<file path="config.mk">
export PLATFORM = sky130hd
export DESIGN_NAME = ccir656_rx
export DESIGN_NICKNAME = d
export VERILOG_FILES = /design/src/rtl/ccir656_pkg.sv /design/src/rtl/ccir656_xy_decode.sv /design/src/rtl/ccir656_rx.sv
export SDC_FILE = /design/constraint.sdc
export NUM_CORES = 1
export LEC_CHECK = 0
export BUFFER_PORTS_ARGS = -buffer_cell sky130_fd_sc_hd__buf_2
export CAP_MARGIN = 20
export CORE_ASPECT_RATIO = 0.9
export CORE_MARGIN = 3
export CORE_UTILIZATION = 55
export DETAILED_ROUTE_END_ITERATION = 8
export GPL_ROUTABILITY_DRIVEN = 0
export PLACE_DENSITY = 0.89
export SYNTH_ARGS = -nofsm -noshare
export SYNTH_HDL_FRONTEND = slang
export SYNTH_SLANG_ARGS = --single-unit
</file>
<file path="constraint.sdc">
create_clock -name clk27M -period 2.81 [get_ports clk27M]
set_input_delay 0.281 -clock clk27M [delete_from_list [all_inputs] [get_ports clk27M]]
set_output_delay 0.281 -clock clk27M [all_outputs]
set_load 0.05 [all_outputs]
</file>
<file path="src/rtl/ccir656_pkg.sv">
// Shared BT.656 definitions for the ccir656 transmitter and receiver:
// TRS preamble bytes, the eight protected XY codes, receiver FSM states, and XY helpers.
package ccir656_pkg;

    localparam logic [7:0] TRS_FF           = 8'hFF;
    localparam logic [7:0] TRS_00           = 8'h00;
    localparam int         ACTIVE_BYTES_DEF = 1440;

    // Index is {F,V,H}; entry 0 is 8'h80 (F=0 V=0 H=0).
    localparam logic [7:0][7:0] XY_CODES = {
        8'hF1, 8'hEC, 8'hDA, 8'hC7, 8'hB6, 8'hAB, 8'h9D, 8'h80
    };

    typedef enum logic [2:0] {
        SEARCH   = 3'd0,
        GOT_FF   = 3'd1,
        GOT_00   = 3'd2,
        GOT_0000 = 3'd3,
        ACTIVE   = 3'd4
    } rx_state_e;

    function automatic logic [7:0] xy_encode(input logic f, input logic v, input logic h);
        return {1'b1, f, v, h, v ^ h, f ^ h, f ^ v, f ^ v ^ h};
    endfunction

    function automatic logic [3:0] hamming8(input logic [7:0] a, input logic [7:0] b);
        logic [3:0] n;
        n = 4'd0;
        for (int i = 0; i < 8; i++) begin
            n = n + {3'b000, a[i] ^ b[i]};
        end
        return n;
    endfunction

endpackage

</file>
<file path="src/rtl/ccir656_xy_decode.sv">
// Combinational XY status-word decoder: recovers F/V/H and reports validity.
// With CCIR656_RX_ECC_EN defined, single-bit errors are corrected and flagged.
module ccir656_xy_decode
    import ccir656_pkg::*;
(
    input  logic [7:0] xy,
    output logic       f,
    output logic       v,
    output logic       h,
`ifdef CCIR656_RX_ECC_EN
    output logic       corrected,
`endif
    output logic       valid
);

`ifdef CCIR656_RX_ECC_EN
    logic [7:0] code_s;
    logic       near_s;
    logic       exact_s;
    logic [3:0] dist_s;

    // Codes are at least distance 4 apart, so at most one lies within distance 1.
    always_comb begin
        code_s  = xy;
        near_s  = 1'b0;
        exact_s = 1'b0;
        dist_s  = 4'd0;
        for (int i = 0; i < 8; i++) begin
            dist_s  = hamming8(xy, XY_CODES[i]);
            code_s  = (dist_s <= 4'd1) ? XY_CODES[i] : code_s;
            near_s  = near_s | (dist_s <= 4'd1);
            exact_s = exact_s | (dist_s == 4'd0);
        end
        f         = code_s[6];
        v         = code_s[5];
        h         = code_s[4];
        valid     = near_s;
        corrected = near_s & ~exact_s;
    end
`else
    // Exact match only: the word must equal its own re-encoding.
    always_comb begin
        f     = xy[6];
        v     = xy[5];
        h     = xy[4];
        valid = (xy == xy_encode(xy[6], xy[5], xy[4]));
    end
`endif

endmodule

</file>
<file path="src/rtl/ccir656_rx.sv">
// BT.656 byte-stream receiver: TRS detection, XY decode, active-video extraction.
// Optional macro CCIR656_RX_ECC_EN adds single-bit XY correction and the xy_corr port.
module ccir656_rx
    import ccir656_pkg::*;
#(
    parameter int ACTIVE_BYTES = ACTIVE_BYTES_DEF,
    parameter int LINE_W       = 10
)
(
    input  logic              clk27M,
    input  logic              rst,
    input  logic [7:0]        data,
    output logic [7:0]        pix_data,
    output logic              pix_valid,
    output logic              sav,
    output logic              eav,
    output logic              field,
    output logic              vblank,
    output logic [LINE_W-1:0] line_num,
    output logic              xy_err,
    output logic              len_err,
`ifdef CCIR656_RX_ECC_EN
    output logic              xy_corr,
`endif
    output logic              locked
);

    localparam int                CNT_W    = $clog2(ACTIVE_BYTES + 1);
    localparam logic [CNT_W-1:0]  CNT_LAST = CNT_W'(ACTIVE_BYTES - 1);
    localparam logic [CNT_W-1:0]  CNT_FULL = CNT_W'(ACTIVE_BYTES);
    localparam logic [LINE_W-1:0] LINE_MAX = '1;

    rx_state_e         state_r;
    logic [CNT_W-1:0]  cnt_r;
    logic [7:0]        pix_data_r;
    logic              pix_valid_r;
    logic              sav_r;
    logic              eav_r;
    logic              field_r;
    logic              vblank_r;
    logic [LINE_W-1:0] line_num_r;
    logic              xy_err_r;
    logic              len_err_r;
    logic              locked_r;
    logic              xy_f_s;
    logic              xy_v_s;
    logic              xy_h_s;
    logic              xy_valid_s;
`ifdef CCIR656_RX_ECC_EN
    logic              xy_corr_s;
    logic              xy_corr_r;
`endif

    ccir656_xy_decode u_xy_decode (
        .xy        (data),
        .f         (xy_f_s),
        .v         (xy_v_s),
        .h         (xy_h_s),
`ifdef CCIR656_RX_ECC_EN
        .corrected (xy_corr_s),
`endif
        .valid     (xy_valid_s)
    );

    // Preamble/active-video FSM with all status outputs registered.
    always_ff @(posedge clk27M) begin
        if (rst) begin
            state_r     <= SEARCH;
            cnt_r       <= '0;
            pix_data_r  <= 8'h00;
            pix_valid_r <= 1'b0;
            sav_r       <= 1'b0;
            eav_r       <= 1'b0;
            field_r     <= 1'b0;
            vblank_r    <= 1'b0;
            line_num_r  <= '0;
            xy_err_r    <= 1'b0;
            len_err_r   <= 1'b0;
            locked_r    <= 1'b0;
`ifdef CCIR656_RX_ECC_EN
            xy_corr_r   <= 1'b0;
`endif
        end else begin
            pix_valid_r <= 1'b0;
            sav_r       <= 1'b0;
            eav_r       <= 1'b0;
            xy_err_r    <= 1'b0;
            len_err_r   <= 1'b0;
`ifdef CCIR656_RX_ECC_EN
            xy_corr_r   <= 1'b0;
`endif
            case (state_r)
                SEARCH: begin
                    state_r <= (data == TRS_FF) ? GOT_FF : SEARCH;
                end
                GOT_FF: begin
                    if (data == TRS_00)      state_r <= GOT_00;
                    else if (data == TRS_FF) state_r <= GOT_FF;
                    else                     state_r <= SEARCH;
                end
                GOT_00: begin
                    if (data == TRS_00)      state_r <= GOT_0000;
                    else if (data == TRS_FF) state_r <= GOT_FF;
                    else                     state_r <= SEARCH;
                end
                GOT_0000: begin
                    state_r <= SEARCH;
                    if (!xy_valid_s) begin
                        xy_err_r <= 1'b1;
                        locked_r <= 1'b0;
                    end else begin
                        field_r   <= xy_f_s;
                        vblank_r  <= xy_v_s;
`ifdef CCIR656_RX_ECC_EN
                        xy_corr_r <= xy_corr_s;
`endif
                        if (xy_h_s) begin
                            eav_r    <= 1'b1;
                            locked_r <= 1'b1;
                            // A field change restarts the count instead of advancing it.
                            if (xy_f_s != field_r)           line_num_r <= '0;
                            else if (line_num_r != LINE_MAX) line_num_r <= line_num_r + LINE_W'(1);
                            else                             line_num_r <= line_num_r;
                        end else begin
                            sav_r <= 1'b1;
                            if (!xy_v_s) begin
                                state_r <= ACTIVE;
                                cnt_r   <= '0;
                            end else begin
                                state_r <= SEARCH;
                            end
                        end
                    end
                end
                ACTIVE: begin
                    if (data == TRS_FF) begin
                        state_r   <= GOT_FF;
                        len_err_r <= (cnt_r < CNT_FULL);
                    end else begin
                        pix_data_r  <= data;
                        pix_valid_r <= 1'b1;
                        cnt_r       <= cnt_r + CNT_W'(1);
                        state_r     <= (cnt_r == CNT_LAST) ? SEARCH : ACTIVE;
                    end
                end
                default: begin
                    state_r <= SEARCH;
                end
            endcase
        end
    end

    assign pix_data  = pix_data_r;
    assign pix_valid = pix_valid_r;
    assign sav       = sav_r;
    assign eav       = eav_r;
    assign field     = field_r;
    assign vblank    = vblank_r;
    assign line_num  = line_num_r;
    assign xy_err    = xy_err_r;
    assign len_err   = len_err_r;
    assign locked    = locked_r;
`ifdef CCIR656_RX_ECC_EN
    assign xy_corr   = xy_corr_r;
`endif

endmodule
</file>
* Word-level counts from Yosys, hierarchy flattened
Cells that the tools add are included.
** Word-level totals
- Bits in registers :: 40
- Input bits :: 10
- Output and inout port bits :: 26
- Word-level logic and storage cells :: 72
** Operators by class
- $add $sub $neg :: 2
- $lt $le $gt $ge :: 1
- Equal/unequal tests :: 14
- Multiplexer cells :: 22
- Bitwise gates (word level) :: 8
- Reduce and logical (&&, ||, !) cells :: 13
** Operators by type and width (number)
- $mux 11 :: 4
- $pmux 11 s2 :: 1
- $mux 10 :: 2
- $mux 3 :: 6
- $pmux 3 s5 :: 1
- $add 11x1->11 const B :: 1
- $eq 11x11->1 const B :: 1
- $lt 11x11->1 const B :: 1
- $add 10x1->10 const B :: 1
- $ne 10x10->1 const B :: 1
- $ne 2x2->1 const B :: 5
- $eq 8x8->1 const B :: 1
- $logic_not 8->1 :: 1
- $mux 1 :: 7
- $eq 3x2->1 const B :: 2
- $reduce_and 2->1 :: 3
- $reduce_or 3->1 :: 2
- $eq 5x5->1 :: 1
- $reduce_and 5->1 :: 1
- $not 1->1 :: 4
- $reduce_and 4->1 :: 1
- $reduce_bool 2->1 :: 2
- $reduce_or 2->1 :: 2
- $xor 1x1->1 :: 4
- 5 further kinds :: 5

* Logic depth before layout (Yosys ltp)
Gate-level depths: netlist (run 1).
- Depth in word-level cells :: 5
- Gate-level depth with buffers :: 10
- Mapped depth without buffers :: 7

* By module
Synthesis (run 1) repeated with hierarchy kept, for this count alone.
** Second synthesis, totals
- Cell total of the unflattened synthesis :: 247
- Area, all modules :: 2029.4 um^2
** Modules (own cells, without submodules)
- ccir656_rx :: instances 1, cells each 226, area an instance 1883.1 um^2, seq. area each 800.8 um^2
- ccir656_xy_decode :: instances 1, cells each 21, area an instance 146.4 um^2, seq. area each 0.0 um^2

* Worst setup path after synthesis (run 1)
No wires, ideal clock.
- Path type :: reg2reg
- From :: register line_num_r[0], in the netlist line_num[0]
- To :: register line_num_r[3], in the netlist line_num[3]
- Data arrival time :: 2.063 ns
- Data required time :: 2.740 ns
- Slack :: 0.677 ns
- Cell stages (with the launch flop) :: 8
- Cells stage by stage :: dfxtp_1 > ha_1 > and2_1 > nand2_1 > nor4_2 > clkbuf_1 > o31ai_1 > a21oi_1
** On the way
- Cells in the longest elaborated chain, start to end :: 3
- Elaborated cells between the ends (all ways) :: 6
** Ends and longest elaborated chain
- start: declaration :: line ccir656_rx.sv:41 : logic [LINE_W-1:0] line_num_r;
- start signal: assignment :: line ccir656_rx.sv:122 : else if (line_num_r != LINE_MAX) line_num_r <= line_num_r + LINE_W'(1);
- start signal: assignment :: line ccir656_rx.sv:123 : else line_num_r <= line_num_r;
- $add 10x1->10 / $ne 10x10->1 (equally long branches) :: line ccir656_rx.sv:122
- $mux 10 / $reduce_bool 2->1 (equally long branches)
- $mux 10 / $reduce_and 4->1 (equally long branches)
Several ways; a longest one is shown, not always the timed one. The select of a mux whose other input is x is not followed.
A chain may end at the register's enable or synchronous reset.

* Worst setup path in the final report (run 1)
- From :: register state_r[1]
- To :: register line_num_r[8], in the netlist line_num[8]
** On the way
- Cells in the longest elaborated chain, start to end :: 2
** Ends and longest elaborated chain
- start: declaration :: line ccir656_rx.sv:33 : rx_state_e state_r;
- start signal: assignment :: line ccir656_rx.sv:94 : state_r <= (data == TRS_FF) ? GOT_FF : SEARCH;
- start signal: assignment :: line ccir656_rx.sv:143 : state_r <= (cnt_r == CNT_LAST) ? SEARCH : ACTIVE;
- $eq 3x2->1 :: line ccir656_rx.sv:92 : case (state_r)
- $reduce_and 4->1 (no line)
Every way passes these cells.

==> results of run 1 <==
==> Yosys cell counts, drive strengths merged (2+ instances only) <==
cell type	count	area, µm²
nor3b	2	15.0
nor2	24	90.1
xor2	7	61.3
ha	4	50.1
and3	4	25.0
or4b	2	20.0
nand4	7	43.8
nor3	7	35.0
dfxtp	40	801
buf	6	32.5
nand2	28	105
o31ai	6	45.0
inv	7	26.3
clkbuf	8	30.0
or2	2	12.5
or4	8	60.1
nor4	4	31.3
mux2i	3	30.0
or3	2	12.5
o41ai	2	17.5
a21oi	21	105
nor2b	2	12.5
nand3	9	45.0
xnor2	7	68.8
a31o	2	17.5
o21ai	6	30.0
nand3b	3	22.5
==> worst max-delay path: stages, from the launching register on <==
cell	delay, ns
dfxtp_1	0.46
nand3b_1	0.15
nor3_1	0.33
nand4bb_1	0.14
buf_4	0.21
or4_1	0.52
a21oi_1	0.16
==> state kept, by name, indices dropped and copies added (netlist names) <==
signal / cells
cnt_r: 11
line_num: 10
pix_data: 8
state_r: 3
eav: 1
field: 1
len_err: 1
locked: 1
pix_valid: 1
sav: 1
vblank: 1
xy_err: 1
==> layer usage <==
| layer | vias up | wire length, µm | global-route usage [%] |
|---|---|---|---|
| met5 | - | 0 | 0 |
| met4 | 0 | 82 | 7.56 |
| met3 | 9 | 238 | 4.34 |
| met2 | 49 | 2050 | 34.3 |
| met1 | 835 | 2110 | 29.6 |
| li1 | 906 | - | - |
==> path summary, 6_finish.rpt <==
check | startpoint | endpoint | slack, ns
max | state_r[1] | line_num[8] | 0.77
min | data[7] | pix_data[7] | 0.26
max reg2reg | state_r[1] | line_num[8] | 0.77
min reg2reg | pix_data[7] | pix_data[7] | 0.45
==> through the flow <==
stage	worst slack, ns	total power, mW	cells	util [%]	hold WS [ns]
after detailed placement	0.537	0.635	306	64.1	0.445
after global routing	0.580	1.02	313	66.5	0.289
final	0.771	0.998	313	66.5	0.257
after CTS	0.792	0.995	313	66.5	0.256
after global placement	0.624	0.634	306	64.1	0.439
after floorplan	0.677	0.618	236	-	0.417
==> cell type report <==
cell class              count  share of cell area [%]
clock buffers               5                    3.04
multi-input cells         175                    48.0
inverters                   7                    1.16
clock inverters             2                   0.553
flip-flops and latches     40                    35.4
repair buffers             40                    9.40
well taps                  44                    2.43
==> logic make-up (layout without fill, tap and decap cells) <==
| logic type | Yosys count | count (layout) | share of synthesized area [%] |
|---|---|---|---|
| simple gates | 111 | 111 | 30.1 |
| xor+xnor | 15 | 15 | 7.73 |
| flops | 40 | 40 | 40.5 |
| compound gates | 42 | 42 | 13.0 |
| buf+inv | 21 | 54 | 4.50 |
| mux | 3 | 3 | 1.52 |
| fa+ha+maj | 4 | 4 | 2.53 |
==> report_power, final <==
part / total, mW / internal, mW / switching (mW)
sequential: 0.566 / 0.566 / 0.0000506
combinational: 0.0571 / 0.0215 / 0.0356
clock: 0.375 / 0.168 / 0.206
total: 0.998 / 0.756 / 0.242
==> results.cfg, run 1 <==
[floorplanning]
std_cell_rows = 20
die_area_um2 = 4350
dieWidth_um = 69.2
design.portCount = 36
floorplan_core_area_um2 = 3400
die-height_um = 62.9
floorplan.initialDensity_pct = 58.1

[layout]
multi_input_gate_area_in_the_final_layout_um2 = 1090
finalNetCount = 283
finish.instance_area_um2 = 2260
mostFrequentLayoutCells = dfxtp_1, buf_2, nand2_1
area_delta_synth_final_pct = 14.5
drive_above_1_share_pct = 18.6
nFillCells = 297
seq_area_um2 = 801
layout.cells.most_common = dfxtp_1
insertedDiodeCount = 0

[global_route]
antenna_violations_before_repair = 0
grt_pass1_vias = 1660
grt_max_degree = 28
grt.overflow.total = 0
grt_use_total_pct = 21.7
global_route_wire_length_before_repair_um = 7730

[placement]
dp.final_hpwl_um = 3160
placed_cell_area_um2 = 2180
placement.io_buffers = 35

[sta]
rsz0062_at_grt = no
timing.clock.skew_ns = 0.00883
finalCriticalPeriod_ns = 2.04
worst_slew_margin_rel_pct = 58.6
setup-violations-final = 0
setup_total_negative_slack_ns = 0
fin_crit_sh_pct = 72.5
final_hold_viol_count = 0
timing_max_transition_violations_final = 0
maxClockFrequency_mhz = 491
tightestPinTransition_ns = 0.620

[clocking]
ctsResizeCount = 0
hold_buffers = 0
cts.htree.levels = 2
worst_skew_pair.late_latency_ns = 0.30
cts_sinks = 40
cts_tree = yes
clk_pin_slew_worst_paths_ns = 0.08
post_cts.repair.setup_buffers = 0
cts-root-buf = clkbuf_8
clock_path_buffers = 2
cts-buffers-inserted = 5

[hold_path]
hp-class = input port to flop
worstHoldPathCells = 3

[synthesis]
synthesis.yosys.warnings = 0
cell_count_after_synthesis = 236
yosys.cell_types.count = 45
synth-main-ff-cell = dfxtp_1
post_synth.cell_area_avg_um2 = 8.37
synth_seq_area_share_pct = 40.5
ys_seq_elements = 40
synth_edf_count = 0
mappedNetlistArea_um2 = 1980
synth_async_reset_ratio_pct = 0
mappedNetlistNets = 250

[job]
max_cap_violations = 0

[critical_path]
critPathKind = flop to flop
critPathCaptureType = flop
required_ns = 3.04
timing.critical_path.from_type = flop
critPathArrivalTime_ns = 2.27
worst-path-max-fanout = 19
cell_depth_of_the_worst_flop_to_flop_path = 6

[routing]
initial_drc_count = 105
detail_route.wl_per_cell_um = 14.3
drt.antenna.violating_nets = 0
dr_vias = 1799
drt_pass1_iterations = 4
via_per_inst = 5.75
drt_wl_total_um = 4480
post-route-drc-count = 0

[power_and_ir_drop]
power-per-cell-area_nw_per_um2 = 441
power.static_leakage_nw = 0.854
vdd_drop_max_mv = 0.328

[outcome]
run_status = complete, no violations
Power figures use the tool's default switching activity.
==> run 2, diff against run 1 <==
Settings changed: CORE_UTILIZATION 55 to 49, PLACE_DENSITY 0.89 to 0.84.
Clock period 2.81 ns to 1.8 ns, I/O delays scaled along.
==> run 2 against run 1 <==
Compared with the run above: critical path depth is 3 higher; global-route usage shrank 0.94 points; combinational power rose by 120%; core utilization rose by 0.75 points; sequential share of layout area down 3.7 points; final cell count rose by 8.9%; sequential cell count is the same.
==> results.cfg, run 2 (same netlist as run 1, synthesis figures left out) <==
[sta]
setup-violations-final = 0
final_hold_viol_count = 0
rsz0062_at_grt = yes
fin_crit_sh_pct = 97.8
timing.clock.skew_ns = 0.00290
worst_slew_margin_rel_pct = 66.6
timing_max_transition_violations_final = 0
maxClockFrequency_mhz = 568
finalCriticalPeriod_ns = 1.76
tightestPinTransition_ns = 0.501
finalHoldWorstSlack_ns = 0.182

[routing]
drt_wl_total_um = 4760
drt.antenna.violating_nets = 0
post-route-drc-count = 0
initial_drc_count = 129
detail_route.wl_per_cell_um = 14.0
via_per_inst = 5.62
dr_vias = 1918
drt_pass1_iterations = 4

[critical_path]
timing.critical_path.from_type = input port
timing.critical_path.to = line_num[0]
critPathArrivalTime_ns = 1.98
required_ns = 2.02
r2r_setup_slack_ns = 0.07
critical_path.startpoint = data[5]
critical_path.reg2reg.startpoint = line_num[1]
r2r-end = line_num[1]
worst-path-max-fanout = 16
critPathCaptureType = flop
critPathKind = input port to flop
cell_depth_of_the_worst_flop_to_flop_path = 7

[power_and_ir_drop]
clockPowerShare_pct = 35.5
net-switching-power_uw = 362
p_seq_share_pct = 56.5
vdd_drop_max_mv = 0.444
design_internal_power_mw = 1.20
power-per-cell-area_nw_per_um2 = 611
fraction_of_power_spent_switching_nets_pct = 23.1
share_comb_of_total_power_pct = 7.9
power.static_leakage_nw = 1.02

[layout]
utilization_after_layout_pct = 67.2
insertedDiodeCount = 0
area_delta_synth_final_pct = 29.6
layout.cells.most_common = buf_2
largest_register_ff_count = 11
finish.instance_area_um2 = 2560
finalNetCount = 309
drive_above_1_share_pct = 32.9
mostFrequentLayoutCells = buf_2, dfxtp_1, buf_4
register_ranked_first_by_flip_flop_count = cnt_r
nFillCells = 290

[hold_path]
worstHoldPathCells = 3
hp-class = input port to flop

[global_route]
grt_pass1_vias = 1716
grt_use_total_pct = 20.8
global_route_wire_length_before_repair_um = 7820
grt.overflow.total = 0
antenna_violations_before_repair = 0
grt_max_degree = 28

[placement]
placement.io_buffers = 35
placed_cell_area_um2 = 2430
dp.final_hpwl_um = 3400

[clocking]
clk_pin_slew_worst_paths_ns = 0.07
clock_path_buffers = 2
cts_sinks = 40
cts_tree = yes
cts.htree.levels = 2
cts-buffers-inserted = 5
cts-root-buf = clkbuf_8
worst_skew_pair.late_latency_ns = 0.29

[floorplanning]
std_cell_rows = 21
dieWidth_um = 72.9
die_area_um2 = 4830
floorplan_core_area_um2 = 3810
design.portCount = 36
floorplan.initialDensity_pct = 51.9
die-height_um = 66.2

[job]
max_cap_violations = 0

[outcome]
run_status = complete, no violations
-- run 2: stage by stage --
stage               setup slack (ns)  total power, mW  cells  TNS (ns)
finish                        0.0400             1.56    341         0
global route                 -0.0579             1.62    341    -0.257
CTS                          0.00999             1.57    340         0
detailed placement            -0.195             1.02    333     -2.74
global placement              -0.105             1.02    333    -0.737
floorplan                   0.000822            0.971    236         0
-- run 2: layout make-up --
class | count | area (µm²) | area share (%)
timing repair buffer | 66 | 424 | 16.6
multi-input combinational | 175 | 1160 | 45.4
clock inverter | 1 | 5.00 | 0.195
clock buffer | 6 | 72.6 | 2.83
sequential | 40 | 811 | 31.7
tap | 46 | 57.6 | 2.25
inverter | 7 | 28.8 | 1.12
-- run 2: worst max-delay path, stage by stage --
cell,delay [ns]
buf_2,0.11
inv_1,0.09
ha_4,0.21
xnor2_1,0.22
nand2_2,0.14
nand4bb_1,0.23
buf_6,0.17
or4_1,0.51
a21oi_2,0.13
-- run 2: power by group through the flow --
stage | combinational [mW] | sequential, mW | clock, mW
2_1_floorplan | 0.0667 | 0.905 | 0
3_3_place_gp | 0.110 | 0.905 | 0
3_5_place_dp | 0.113 | 0.905 | 0
4_1_cts | 0.114 | 0.884 | 0.572
5_1_grt | 0.134 | 0.884 | 0.602
6_report | 0.124 | 0.884 | 0.556
-- run 2: how the worst min path moves through the flow --
stage,from,to
final,data[4],pix_data[4]
after CTS,data[7],pix_data[7]
after floorplan,data[1],pix_data[1]
after detailed placement,pix_data[2],pix_data[2]
after global routing,data[4],pix_data[4]
after global placement,pix_data[4],pix_data[4]
-- run 2: layer usage --
layer | share of wire, % | wire length [µm] | vias up | GRT usage, %
met4 | 1.2 | 59 | 0 | 8.99
met3 | 5.1 | 243 | 4 | 4.41
met2 | 45 | 2140 | 46 | 30.4
met1 | 49 | 2320 | 907 | 29.2
met5 | 0 | 0 | - | 0
li1 | - | - | 961 | -
-- run 2: timing repair --
item	4_1_cts	5_1_grt
hold buffers	0	0
endpoints found under the setup margin	0	21
resized for setup	0	12
setup buffers	0	1
